<file path="src/rtl/seg_scan_ctrl_if.sv">
// Display-controller bus for seg_scan_ctrl: load/strobe side plus the
// decoder and anode drive side, grouped so they travel together.
interface seg_scan_ctrl_if #(
   parameter int NUM_DIGITS = 4
);
   logic                      enable;
   logic                      lzb;
   logic                      load;
   logic [3*NUM_DIGITS-1:0]   load_value;
   logic                      load_ack;
   logic [2:0]                dec_code;
   logic                      dec_en;
   logic [NUM_DIGITS-1:0]     an;

   modport master (
      output enable, lzb, load, load_value,
      input  load_ack, dec_code, dec_en, an
   );

   modport slave (
      input  enable, lzb, load, load_value,
      output load_ack, dec_code, dec_en, an
   );
endinterface

</file>
<file path="src/rtl/seg_scan_ctrl.sv">
// Time-multiplexed scan controller driving one shared seven-segment decoder
// across NUM_DIGITS digits, with frame-synchronous double-buffered updates.
module seg_scan_ctrl #(
   parameter int NUM_DIGITS = 4,
   parameter int TICK_DIV   = 1000,
   parameter int SHOW_TICKS = 3
) (
   input  logic           clk,
   input  logic           rst_n,
   seg_scan_ctrl_if.slave bus
);
   localparam int W  = 3 * NUM_DIGITS;
   localparam int CW = $clog2(TICK_DIV);
   localparam int SW = (SHOW_TICKS > 1) ? $clog2(SHOW_TICKS) : 1;
   localparam int IW = $clog2(NUM_DIGITS);

   typedef enum logic [1:0] {
      OFF   = 2'd0,
      BLANK = 2'd1,
      SHOW  = 2'd2
   } state_t;

   state_t          state_reg, state_next;
   logic [W-1:0]    disp_reg, disp_next;
   logic [W-1:0]    shadow_reg;
   logic            pend_reg;
   logic [IW-1:0]   idx_reg, idx_next;
   logic [CW-1:0]   cnt_reg, cnt_next;
   logic [SW-1:0]   scnt_reg, scnt_next;
   logic            tick;
   logic            xfer;

   logic [NUM_DIGITS-1:0] blank_next;
   logic [2:0]            digit_next [NUM_DIGITS];

   genvar gi;

   // Digit i is blanked when it and every more significant digit are zero.
   assign blank_next[0] = 1'b0;
   generate
      for (gi = 1; gi < NUM_DIGITS; gi++) begin : g_blank
         assign blank_next[gi] = bus.lzb && (disp_next[W-1:3*gi] == '0);
      end
      for (gi = 0; gi < NUM_DIGITS; gi++) begin : g_digit
         assign digit_next[gi] = disp_next[3*gi +: 3];
      end
   endgenerate

   assign tick = (cnt_reg == CW'(TICK_DIV - 1));

   always_comb begin
      state_next = state_reg;
      idx_next   = idx_reg;
      cnt_next   = cnt_reg;
      scnt_next  = scnt_reg;
      xfer       = 1'b0;
      if (!bus.enable) begin
         state_next = OFF;
         idx_next   = '0;
         cnt_next   = '0;
         scnt_next  = '0;
         xfer       = (state_reg == OFF) && pend_reg;
      end else begin
         case (state_reg)
            OFF: begin
               state_next = BLANK;
               idx_next   = '0;
               cnt_next   = '0;
               xfer       = pend_reg;
            end
            BLANK: begin
               cnt_next = tick ? '0 : cnt_reg + CW'(1);
               if (tick) begin
                  state_next = SHOW;
                  scnt_next  = '0;
               end
            end
            SHOW: begin
               cnt_next = tick ? '0 : cnt_reg + CW'(1);
               if (tick) begin
                  if (scnt_reg == SW'(SHOW_TICKS - 1)) begin
                     state_next = BLANK;
                     idx_next   = (idx_reg == IW'(NUM_DIGITS - 1)) ? '0 : idx_reg + IW'(1);
                     // Leaving the last digit's slot is the frame boundary.
                     xfer       = pend_reg && (idx_reg == IW'(NUM_DIGITS - 1));
                  end else begin
                     scnt_next = scnt_reg + SW'(1);
                  end
               end
            end
            default: begin
               state_next = OFF;
            end
         endcase
      end
      disp_next = xfer ? shadow_reg : disp_reg;
   end

   // Outputs are registered from next-state so they line up with the state register.
   always_ff @(posedge clk or negedge rst_n) begin
      if (!rst_n) begin
         state_reg    <= OFF;
         disp_reg     <= '0;
         shadow_reg   <= '0;
         pend_reg     <= 1'b0;
         idx_reg      <= '0;
         cnt_reg      <= '0;
         scnt_reg     <= '0;
         bus.load_ack <= 1'b0;
         bus.dec_code <= 3'd0;
         bus.dec_en   <= 1'b0;
         bus.an       <= '0;
      end else begin
         state_reg    <= state_next;
         disp_reg     <= disp_next;
         idx_reg      <= idx_next;
         cnt_reg      <= cnt_next;
         scnt_reg     <= scnt_next;
         // A strobe on a transfer edge restages rather than being lost.
         if (bus.load) begin
            shadow_reg <= bus.load_value;
         end
         pend_reg     <= bus.load || (pend_reg && !xfer);
         bus.load_ack <= xfer;
         if (state_next == SHOW) begin
            bus.an       <= NUM_DIGITS'(1) << idx_next;
            bus.dec_code <= digit_next[idx_next];
            bus.dec_en   <= !blank_next[idx_next];
         end else begin
            bus.an       <= '0;
            bus.dec_code <= 3'd0;
            bus.dec_en   <= 1'b0;
         end
      end
   end
endmodule

</file>
<file path="src/flat_wrapper.sv">
// flat-port wrapper written by rule: the top's interface ports become plain ports
module seg_scan_ctrl_flat 
#(
   parameter int NUM_DIGITS = 4,
   parameter int TICK_DIV   = 1000,
   parameter int SHOW_TICKS = 3
)
  (clk, rst_n, bus_enable, bus_lzb, bus_load, bus_load_value, bus_load_ack, bus_dec_code, bus_dec_en, bus_an);
  seg_scan_ctrl_if #(.NUM_DIGITS(NUM_DIGITS)) bus_i ();
  input  logic clk;
  input  logic rst_n;
  input wire logic [$bits(bus_i.enable)-1:0] bus_enable;
  input wire logic [$bits(bus_i.lzb)-1:0] bus_lzb;
  input wire logic [$bits(bus_i.load)-1:0] bus_load;
  input wire logic [$bits(bus_i.load_value)-1:0] bus_load_value;
  output wire logic [$bits(bus_i.load_ack)-1:0] bus_load_ack;
  output wire logic [$bits(bus_i.dec_code)-1:0] bus_dec_code;
  output wire logic [$bits(bus_i.dec_en)-1:0] bus_dec_en;
  output wire logic [$bits(bus_i.an)-1:0] bus_an;
  assign bus_i.enable = bus_enable;
  assign bus_i.lzb = bus_lzb;
  assign bus_i.load = bus_load;
  assign bus_i.load_value = bus_load_value;
  assign bus_load_ack = bus_i.load_ack;
  assign bus_dec_code = bus_i.dec_code;
  assign bus_dec_en = bus_i.dec_en;
  assign bus_an = bus_i.an;
  seg_scan_ctrl #(.NUM_DIGITS(NUM_DIGITS), .TICK_DIV(TICK_DIV), .SHOW_TICKS(SHOW_TICKS)) u_core (.clk(clk), .rst_n(rst_n), .bus(bus_i));
endmodule
</file>
<file path="config.mk">
export PLATFORM = sky130hd
export DESIGN_NAME = seg_scan_ctrl_flat
export DESIGN_NICKNAME = d
export VERILOG_FILES = /design/src/rtl/seg_scan_ctrl_if.sv /design/src/rtl/seg_scan_ctrl.sv /design/src/flat_wrapper.sv
export SDC_FILE = /design/constraint.sdc
export NUM_CORES = 1
export LEC_CHECK = 0
export BUFFER_PORTS_ARGS = -buffer_cell sky130_fd_sc_hd__buf_2
export CAP_MARGIN = 0
export CORE_ASPECT_RATIO = 1.1
export CORE_UTILIZATION = 58
export CTS_CLUSTER_SIZE = 16
export DETAILED_ROUTE_END_ITERATION = 10
export PLACE_DENSITY = 0.82
export SYNTH_ARGS = -nofsm -noshare
export SYNTH_HDL_FRONTEND = slang
export SYNTH_SLANG_ARGS = --single-unit
export TNS_END_PERCENT = 20
</file>
<file path="constraint.sdc">
create_clock -name clk -period 3 [get_ports clk]
set_clock_uncertainty 0.05 [all_clocks]
set_input_delay 0 -clock clk [delete_from_list [all_inputs] [get_ports clk]]
set_output_delay 0 -clock clk [all_outputs]
set_load 0.1 [all_outputs]
</file>
==> results of run 1 <==
[cell type report]
cell class,instances,area share
multi-input cells,162,0.399
repair buffers,42,0.0996
well taps,52,0.0223
flip-flops and latches,50,0.429
inverters,7,0.00902
clock buffers,5,0.0236
clock inverters,3,0.0167
[power by group]
group | total, mW | internal (mW) | leakage (nW) | switching (mW)
clock | 0.486 | 0.254 | 0.0563 | 0.232
sequential | 0.771 | 0.732 | 0.639 | 0.0394
combinational | 0.202 | 0.0912 | 0.651 | 0.111
total | 1.46 | 1.08 | 1.35 | 0.382
[layer usage]
layer  vias to the layer above  routed length (um)  GRT usage
met4                         0                  98     0.0864
li1                        922                   -          -
met3                        11                 261     0.0613
met1                       936                2330      0.341
met5                         -                   0          0
met2                        55                2470      0.398
[through the flow]
| stage | hold WS [ns] | setup slack, ns | util | cells |
|---|---|---|---|---|
| floorplan | -0.346 | 0.870 | - | 227 |
| global placement | 0.167 | 0.324 | 0.657 | 298 |
| detailed placement | 0.164 | 0.194 | 0.657 | 298 |
| CTS | 0.0385 | 0.168 | 0.724 | 321 |
| global route | 0.0679 | 0.191 | 0.724 | 321 |
| finish | 0.0437 | 0.401 | 0.724 | 321 |
[worst max path at each step]
| stage | start | end | slack [ns] | cells after the start |
|---|---|---|---|---|
| after CTS | u_core.state_reg[0]$_DFF_PN0_ | u_core.bus.dec_en$_DFF_PN0_ | 0.17 | 9 |
| after global routing | u_core.state_reg[0]$_DFF_PN0_ | u_core.bus.dec_code[1]$_DFF_PN0_ | 0.19 | 8 |
| after floorplan | u_core.scnt_reg[0]$_DFFE_PN0P_ | u_core.bus.dec_code[1]$_DFF_PN0_ | 0.87 | 10 |
| after global placement | u_core.state_reg[0]$_DFF_PN0_ | u_core.bus.dec_code[2]$_DFF_PN0_ | 0.32 | 8 |
| final | u_core.state_reg[0]$_DFF_PN0_ | u_core.bus.dec_code[0]$_DFF_PN0_ | 0.40 | 8 |
| after detailed placement | u_core.state_reg[0]$_DFF_PN0_ | u_core.bus.dec_en$_DFF_PN0_ | 0.19 | 9 |
[synthesized netlist by cell type, drive strengths merged, types with 2 or more instances]
cell / number / area share
ha: 7 / 0.035
a211oi: 2 / 0.0081
and4: 2 / 0.0076
a31oi: 2 / 0.0050
nand4: 2 / 0.0050
inv: 7 / 0.011
or4: 2 / 0.0076
nand2: 17 / 0.026
and2: 2 / 0.0050
o21ai: 22 / 0.044
clkbuf: 6 / 0.0091
nor3b: 3 / 0.0091
buf: 2 / 0.0076
o31ai: 4 / 0.012
nor3: 5 / 0.012
mux2: 21 / 0.095
nor2b: 3 / 0.0076
nand3: 9 / 0.018
a21oi: 8 / 0.016
and3: 8 / 0.021
mux2i: 5 / 0.022
nor2: 12 / 0.018
nor4: 4 / 0.019
a22oi: 2 / 0.0061
a21o: 2 / 0.0061
a41oi: 2 / 0.010
or3: 2 / 0.0050
o41ai: 2 / 0.0071
dfrtp: 50 / 0.50
[logic make-up (layout without fill, tap and decap cells)]
kind of cell | after synthesis | in the layout | synth area share
simple gates | 77 | 77 | 0.181
compound gates | 52 | 52 | 0.135
flops | 50 | 50 | 0.505
mux | 26 | 26 | 0.117
buf+inv | 15 | 57 | 0.0272
fa+ha+maj | 7 | 7 | 0.0353
[cell usage in the layout (no fill, tap or decap), types with 2 or more instances in the layout]
cell type	synthesis	routed
dlygate4sd3_1	0	15
o41ai_1	2	2
mux2i_1	4	4
nor2b_1	3	3
nor3_1	4	4
o31ai_1	4	4
and2_1	2	2
nand3_1	9	9
or3_1	2	2
clkbuf_8	0	5
a22oi_1	2	2
buf_2	0	25
nand2_1	17	17
and3_1	7	7
ha_1	7	7
dfrtp_1	50	50
o21ai_0	22	22
nor3b_1	3	3
buf_4	1	2
inv_1	6	6
a21oi_1	8	8
a21o_1	2	2
nand4_1	2	2
nor4_1	2	2
mux2_2	21	21
nor2_1	12	11
a31oi_1	2	2
[worst register-to-register path, cell delays in order (launching register included)]
cell	delay (ns)
dfrtp_1	0.42
inv_1	0.13
ha_1	0.41
nand4b_1	0.20
nor4_2	0.35
nor2_2	0.24
mux2_2	0.35
mux2i_1	0.20
o22ai_1	0.13
[what timing repair did]
action / CTS / global route
gates resized for setup: 0 / 1
hold buffers: 15 / 0
endpoints found under the hold margin: 66 / 0
endpoints found under the setup margin: 0 / 4
==> flow_metrics.py, run 1 <==
metrics = {
    "logic_synthesis": {
        "yosysSeqAreaShare": 0.505,
        "synth-seq-cells": 50,
        "syn_nets": 251,
        "synth_area_mm2": 0.00248,
        "yosysWarnings": 0,
        "ys.flop_type": "dfrtp_1",
        "synthesis.instances": 227,
        "synth_enable_flop_cells": 0,
        "syn_area_per_cell_um2": 10.9,
        "synth_cell_types": 52,
        "synth-async-reset-ratio": 1.00,
    },
    "hold_path": {
        "hold_end": "u_core.shadow_reg[9]$_DFFE_PN0P_",
        "holdCritStartpoint": "bus_load",
        "hold_class": "primary input to flip-flop",
        "worst_hold_path.num_cells": 3,
    },
    "critical_path": {
        "cp.buffers_inverters": 1,
        "crit_arrival_ns": 2.74,
        "r2r-start": "u_core.state_reg[0]$_DFF_PN0_",
        "cpPeakStageDelay_ns": 0.42,
        "ff2ff_path_depth": 8,
        "rr_endpoint": "u_core.bus.dec_code[0]$_DFF_PN0_",
        "critPathTopFamily": "simple AND/OR/NAND/NOR gates",
        "start_kind": "flip-flop",
        "path_class": "flip-flop to flip-flop",
        "worstPathRequired_ns": 3.14,
        "critPathMaxFanout": 14,
        "critPathSlowestCell": "dfrtp_1",
        "cp-end-kind": "flip-flop",
        "r2r_slack_ns": 0.40,
        "cp_cell_sequence": "inv_1 > ha_1 > nand4b_1 > nor4_2 > nor2_2 > mux2_2 > mux2i_1 > o22ai_1",
    },
    "clock_tree": {
        "tritoncts": "yes",
        "cts_buffers": 5,
        "clock_path_buffers": 2,
        "post_cts_buffers": 0,
        "clock_sinks": 50,
        "ctsHtreeMaxLevel": 2,
        "path_clk_slew_ns": 0.10,
        "cts-root-buf": "clkbuf_8",
        "clk_latency_ns": 0.30,
    },
    "global_route": {
        "grt_pass1_wl_um": 8690,
        "grt_start_max_net_pins": 51,
        "grt.total_usage": 0.251,
        "antenna_found_initial": 0,
        "overflow": 0,
        "grt_pass1_vias": 1834,
    },
    "timing": {
        "finalCriticalPeriod_ns": 2.60,
        "max_freq_ghz": 0.385,
        "slew_headroom": 0.283,
        "final-setup-viol-count": 0,
        "worst_pin_slew_ns": 1.07,
        "rsz0062_at_grt": "false",
        "min_period_over_period": 0.866,
        "maxSlewViolCount": 0,
        "hold_viol": 0,
        "tns_ns": 0,
    },
    "power_and_ir_drop": {
        "finalPower_mw": 1.46,
        "power_leakage_nw": 1.35,
        "p_per_area_mw_per_mm2": 501,
        "vdd_drop_max_mv": 0.411,
    },
    "placement": {
        "placed_cell_area_mm2": 0.00264,
        "port_buffers": 25,
        "dpl.hpwl_um": 3550,
        "gp_congestion": 0.867,
    },
    "floorplanning": {
        "dieArea_mm2": 0.00454,
        "ios": 26,
        "start_util": 0.616,
        "die_w_um": 64.3,
        "rows": 24,
        "core_area_mm2": 0.00402,
        "die_h_um": 70.6,
    },
    "layout": {
        "diodes": 0,
        "seq_area_mm2": 0.00125,
        "syn_to_final_growth_pct": 17.5,
        "drive_above_1_share": 0.253,
        "fillers": 299,
        "multi_input_area_mm2": 0.00116,
        "stdcell_area_mm2": 0.00291,
        "fin_nets": 292,
    },
    "drt": {
        "drt_first_iter_violations": 146,
        "dr.pass1.iters": 4,
        "wl_per_cell_um": 16.1,
        "drt_wl_total_um": 5170,
        "num_vias": 1924,
        "antenna_left": 0,
        "avgViaCountPerCell": 5.99,
        "drc": 0,
    },
    "flow_run": {
        "maxCapViolations": 0,
    },
    "run_status": {
        "status": "finished clean",
    },
}
Note: power is estimated with default switching activity, not from simulation.
==> inputs of run 2 (changes only) <==
--- a/config.mk
+++ b/config.mk
@@ -8,9 +8,11 @@
 export BUFFER_PORTS_ARGS = -buffer_cell sky130_fd_sc_hd__buf_2
 export CAP_MARGIN = 0
 export CORE_ASPECT_RATIO = 1.1
+export CORE_MARGIN = 2
 export CORE_UTILIZATION = 58
 export CTS_CLUSTER_SIZE = 16
 export DETAILED_ROUTE_END_ITERATION = 10
+export HOLD_SLACK_MARGIN = 0.15
 export PLACE_DENSITY = 0.82
 export SYNTH_ARGS = -nofsm -noshare
 export SYNTH_HDL_FRONTEND = slang
==> run 2 against run 1 <==
Effect of this change:
- count of clock-buffer cells in the layout increased by 1
- utilization increased by 3.2 points
- sequential cell count unchanged
- sequential share of layout area decreased by 1.8 points
- die area increased by 6.0%
- cell area increased by 4.5%
==> flow_metrics.py, run 2 (same netlist as run 1, synthesis figures left out) <==
metrics = {
    "global_route": {
        "grt_pass1_wl_um": 9740,
        "grt_pass1_vias": 2047,
        "overflow": 0,
        "antenna_found_initial": 0,
        "grt_start_max_net_pins": 51,
        "grt.total_usage": 0.275,
    },
    "timing": {
        "final-setup-viol-count": 0,
        "max_freq_ghz": 0.396,
        "hold_viol": 0,
        "rsz0062_at_grt": "false",
        "worst_pin_slew_ns": 1.07,
        "slew_headroom": 0.287,
        "maxSlewViolCount": 0,
        "tns_ns": 0,
        "hold_ws_ns": 0.374,
        "finalCriticalPeriod_ns": 2.53,
        "min_period_over_period": 0.842,
    },
    "layout": {
        "fin_nets": 306,
        "drive_above_1_share": 0.240,
        "mostFrequentLayoutCell": "dfrtp_1",
        "final_util": 0.757,
        "syn_to_final_growth_pct": 22.8,
        "fillers": 268,
        "mostFrequentLayoutCells": "dfrtp_1 (50), dlygate4sd3_1 (28), buf_2 (25)",
        "diodes": 0,
    },
    "run_status": {
        "status": "finished clean",
    },
    "critical_path": {
        "cp.buffers_inverters": 3,
        "r2r_slack_ns": 0.47,
        "crit_cells": 10,
        "start_kind": "flip-flop",
        "cp-end-kind": "flip-flop",
        "crit_arrival_ns": 2.67,
        "critPathTopFamily": "compound AO/OA/AOI/OAI gates",
        "cp_common_cell": "inv_1",
        "worstPathRequired_ns": 3.14,
        "cpPeakStageDelay_ns": 0.40,
        "path_class": "flip-flop to flip-flop",
        "ff2ff_path_depth": 10,
        "critPathMaxFanout": 12,
        "cp_cell_sequence": "inv_1 > ha_1 > buf_4 > and3_1 > and4_2 > a211oi_2 > nand2b_1 > inv_1 > o31ai_1 > a211oi_1",
        "critPathSlowestCell": "dfrtp_1",
    },
    "floorplanning": {
        "die_w_um": 66.3,
        "start_util": 0.616,
        "rows": 24,
        "core_area_mm2": 0.00402,
        "ios": 26,
        "dieArea_mm2": 0.00482,
        "die_h_um": 72.6,
    },
    "placement": {
        "dpl.hpwl_um": 3650,
        "port_buffers": 25,
        "gp_congestion": 0.888,
    },
    "clock_tree": {
        "ctsHtreeMaxLevel": 2,
        "clock_sinks": 50,
        "clock_path_buffers": 2,
        "clk_latency_ns": 0.30,
        "post_cts_buffers": 0,
        "cts-root-buf": "clkbuf_8",
        "path_clk_slew_ns": 0.09,
        "cts_buffers": 5,
        "tritoncts": "yes",
    },
    "power_and_ir_drop": {
        "finalPower_mw": 1.47,
        "vdd_drop_max_mv": 0.377,
        "power_leakage_nw": 1.40,
        "p_per_area_mw_per_mm2": 483,
    },
    "drt": {
        "drt_wl_total_um": 5850,
        "num_vias": 2065,
        "avgViaCountPerCell": 6.16,
        "drt_first_iter_violations": 173,
        "dr.pass1.iters": 5,
        "antenna_left": 0,
        "drc": 0,
        "wl_per_cell_um": 17.4,
    },
    "flow_run": {
        "maxCapViolations": 0,
    },
    "hold_path": {
        "hold_class": "primary input to async pin",
    },
}
run 2: final timing paths:
check	start	to
setup / recovery	u_core.state_reg[0]$_DFF_PN0_	u_core.bus.dec_code[1]$_DFF_PN0_
min in group clk	bus_load_value[4]	u_core.shadow_reg[4]$_DFFE_PN0P_
setup reg to reg	u_core.state_reg[0]$_DFF_PN0_	u_core.bus.dec_code[1]$_DFF_PN0_
hold reg to reg	u_core.disp_reg[1]$_DFF_PN0_	u_core.disp_reg[1]$_DFF_PN0_
hold / removal	rst_n	u_core.state_reg[0]$_DFF_PN0_
max in group asynchronous	rst_n	u_core.bus.an[3]$_DFF_PN0_
run 2: timing repair:
action	4_1_cts	5_1_grt
endpoints found under the setup margin	0	2
hold endpoints to repair	69	0
gates resized for setup	0	1
hold buffers	28	0
run 2: layer usage:
metal / global-route usage / wire [um] / vias to the layer above
met5: 0 / 0 / -
met1: 0.343 / 2430 / 1031
met2: 0.457 / 2980 / 79
li1: - / - / 946
met4: 0.111 / 94 / 0
met3: 0.0679 / 343 / 9
run 2: metrics by stage:
stage	setup WS [ns]	instances	cell area [um^2]
after floorplan	0.870	227	2480
after global placement	0.369	299	2650
after detailed placement	0.277	299	2650
after CTS	0.253	335	3040
after global routing	0.281	335	3040
final	0.473	335	3040
run 2: cell type report:
cell class,count,area (um^2),share of cell area
clock buffers,6,72.6,0.0238
clock inverters,2,37.5,0.0123
inverters,7,26.3,0.00863
multi-input cells,162,1160,0.382
flip-flops and latches,50,1250,0.411
well taps,52,65.1,0.0214
repair buffers,56,428,0.141
run 2: worst reg2reg max path: stages (launching register included):
cell      delay [ns]
dfrtp_1         0.40
inv_1           0.11
ha_1            0.22
buf_4           0.17
and3_1          0.17
and4_2          0.23
a211oi_2        0.37
nand2b_1        0.25
inv_1           0.14
o31ai_1         0.23
a211oi_1        0.08
run 2: power by group:
part / switching [mW] / total [mW] / internal, mW
Combinational: 0.119 / 0.230 / 0.111
Sequential: 0.0378 / 0.770 / 0.732
Clock: 0.220 / 0.469 / 0.249
==> inputs of run 3 (changes only) <==
==> constraint.sdc (replaced) <==
create_clock -name clk -period 2.4 [get_ports clk]
set_clock_uncertainty 0.05 [all_clocks]
set_input_delay 0 -clock clk [delete_from_list [all_inputs] [get_ports clk]]
set_output_delay 0 -clock clk [all_outputs]
set_load 0.1 [all_outputs]
==> run 3 against run 2 <==
Effect of this change:
- register-to-register slack worse by 0.31 ns
- combinational power is 26% higher
- count of clock-buffer cells in the layout is 1 lower
- global-route usage is 1.4 points lower
- worst hold slack worse by 0.20 ns
- total power is 18% higher
- first-iteration DRC count is 4.6% higher
- clock power is 2% higher
- sequential cell count stayed put
- die area stayed put
==> flow_metrics.py, run 3 (same netlist as run 1, synthesis figures left out) <==
metrics = {
    "drt": {
        "avgViaCountPerCell": 5.89,
        "drt_wl_total_um": 5600,
        "num_vias": 1998,
        "drt_first_iter_violations": 181,
        "wl_per_cell_um": 16.5,
        "dr.pass1.iters": 4,
        "drc": 0,
        "antenna_left": 0,
    },
    "critical_path": {
        "critPathTopFamily": "simple AND/OR/NAND/NOR gates",
        "worstPathRequired_ns": 2.53,
        "crit_arrival_ns": 2.37,
        "path_class": "flip-flop to flip-flop",
        "critPathMaxFanout": 14,
        "cpPeakStageDelay_ns": 0.43,
        "critPathSlowestCell": "dfrtp_1",
        "cp-end-kind": "flip-flop",
        "cp_cell_sequence": "inv_1 > ha_2 > nand4b_1 > nor4_2 > nor2_1 > buf_12 > mux2_2 > o31ai_1 > a211oi_1",
        "start_kind": "flip-flop",
        "cp.buffers_inverters": 2,
    },
    "timing": {
        "max_freq_ghz": 0.447,
        "hold_viol": 0,
        "slew_headroom": 0.605,
        "worst_pin_slew_ns": 0.593,
        "tns_ns": 0,
        "min_period_over_period": 0.932,
        "rsz0062_at_grt": "false",
        "finalCriticalPeriod_ns": 2.24,
        "fin_ws_ns": 0.162,
        "final-setup-viol-count": 0,
        "maxSlewViolCount": 0,
    },
    "run_status": {
        "status": "finished clean",
    },
    "layout": {
        "fin_cells": 339,
        "fillers": 279,
        "drive_above_1_share": 0.279,
        "syn_to_final_growth_pct": 24.2,
        "fin_nets": 311,
        "diodes": 0,
        "mostFrequentLayoutCell": "dfrtp_1",
        "mostFrequentLayoutCells": "dfrtp_1 (50), dlygate4sd3_1 (25), buf_2 (25)",
        "final_util": 0.766,
    },
    "global_route": {
        "overflow": 0,
        "antenna_found_initial": 0,
        "grt_pass1_wl_um": 9490,
        "grt.total_usage": 0.260,
        "grt_start_max_net_pins": 27,
        "grt_pass1_vias": 2005,
    },
    "clock_tree": {
        "path_clk_slew_ns": 0.09,
        "post_cts_buffers": 0,
        "clk_latency_ns": 0.30,
        "ctsHtreeMaxLevel": 2,
        "cts-root-buf": "clkbuf_8",
        "tritoncts": "yes",
        "cts_buffers": 5,
        "clock_sinks": 50,
        "clock_path_buffers": 2,
    },
    "placement": {
        "placedCellCount": 307,
        "dpl.hpwl_um": 3830,
        "gp_congestion": 0.929,
        "preCtsSetupSlack_ns": 0.123,
        "port_buffers": 25,
    },
    "floorplanning": {
        "die_w_um": 66.3,
        "core_area_mm2": 0.00402,
        "die_h_um": 72.6,
        "start_util": 0.616,
        "dieArea_mm2": 0.00482,
        "ios": 26,
        "rows": 24,
    },
    "power_and_ir_drop": {
        "power_leakage_nw": 1.43,
        "p_per_area_mw_per_mm2": 561,
        "vdd_drop_max_mv": 0.459,
    },
    "flow_run": {
        "maxCapViolations": 0,
    },
    "hold_path": {
        "hold_class": "primary input to async pin",
    },
}
==> run 3: changes by cell type in the layout (fill, tap and decap cells not counted), moves of 2 or more <==
cell / previous run / this run
dlygate4sd3_1: 28 / 25
ha_1: 7 / 5
ha_2: 0 / 2
buf_4: 3 / 10
==> run 3: power by group <==
group	switching, mW	leakage (nW)	total, mW	internal (mW)
sequential	0.0448	0.639	0.959	0.915
combinational	0.148	0.751	0.290	0.142
clock	0.276	0.0444	0.478	0.202
==> run 3: final timing paths <==
check / cells past startpoint / startpoint / end / slack (ns)
setup / recovery: 9 / u_core.state_reg[0]$_DFF_PN0_ / u_core.bus.dec_code[1]$_DFF_PN0_ / 0.16
hold / removal: 2 / rst_n / u_core.cnt_reg[0]$_DFFE_PN0P_ / 0.18
setup reg to reg: 9 / u_core.state_reg[0]$_DFF_PN0_ / u_core.bus.dec_code[1]$_DFF_PN0_ / 0.16
hold reg to reg: 1 / u_core.disp_reg[1]$_DFF_PN0_ / u_core.disp_reg[1]$_DFF_PN0_ / 0.46
max in group asynchronous: 3 / rst_n / u_core.shadow_reg[6]$_DFFE_PN0P_ / 1.38
min in group clk: 3 / bus_load_value[3] / u_core.shadow_reg[3]$_DFFE_PN0P_ / 0.42
==> run 3: final cells by class <==
type	instances	area [um^2]	area share
clock buffers	5	68.8	0.0223
repair buffers	61	470	0.153
inverters	7	26.3	0.00853
flip-flops and latches	50	1250	0.406
multi-input cells	162	1180	0.385
well taps	52	65.1	0.0211
clock inverters	2	13.8	0.00447
==> run 3: routing by layer <==
metal / wire length [um] / track usage / vias up
met5: 0 / 0 / -
met4: 94 / 0.0907 / 0
met3: 248 / 0.0463 / 9
met2: 2780 / 0.431 / 61
met1: 2480 / 0.345 / 968
li1: - / - / 960
==> run 3: metrics by stage <==
step	hold WS (ns)	cell area, um^2	power [mW]
3_5_place_dp	-0.00761	2720	1.22
4_1_cts	0.199	3060	1.73
3_3_place_gp	-0.0173	2720	1.20
2_1_floorplan	-0.346	2480	1.12
6_report	0.178	3080	1.73
5_1_grt	0.240	3080	1.79
==> run 3: worst reg2reg max path: stages, from the launching register on <==
cell	delay, ns
dfrtp_1	0.43
inv_1	0.13
ha_2	0.25
nand4b_1	0.15
nor4_2	0.22
nor2_1	0.11
buf_12	0.16
mux2_2	0.28
o31ai_1	0.25
a211oi_1	0.08
==> run 3: timing repair <==
item	in CTS	in global routing
setup endpoints to repair	0	3
resized for setup	0	6
endpoints found under the hold margin	44	0
hold buffers	25	0
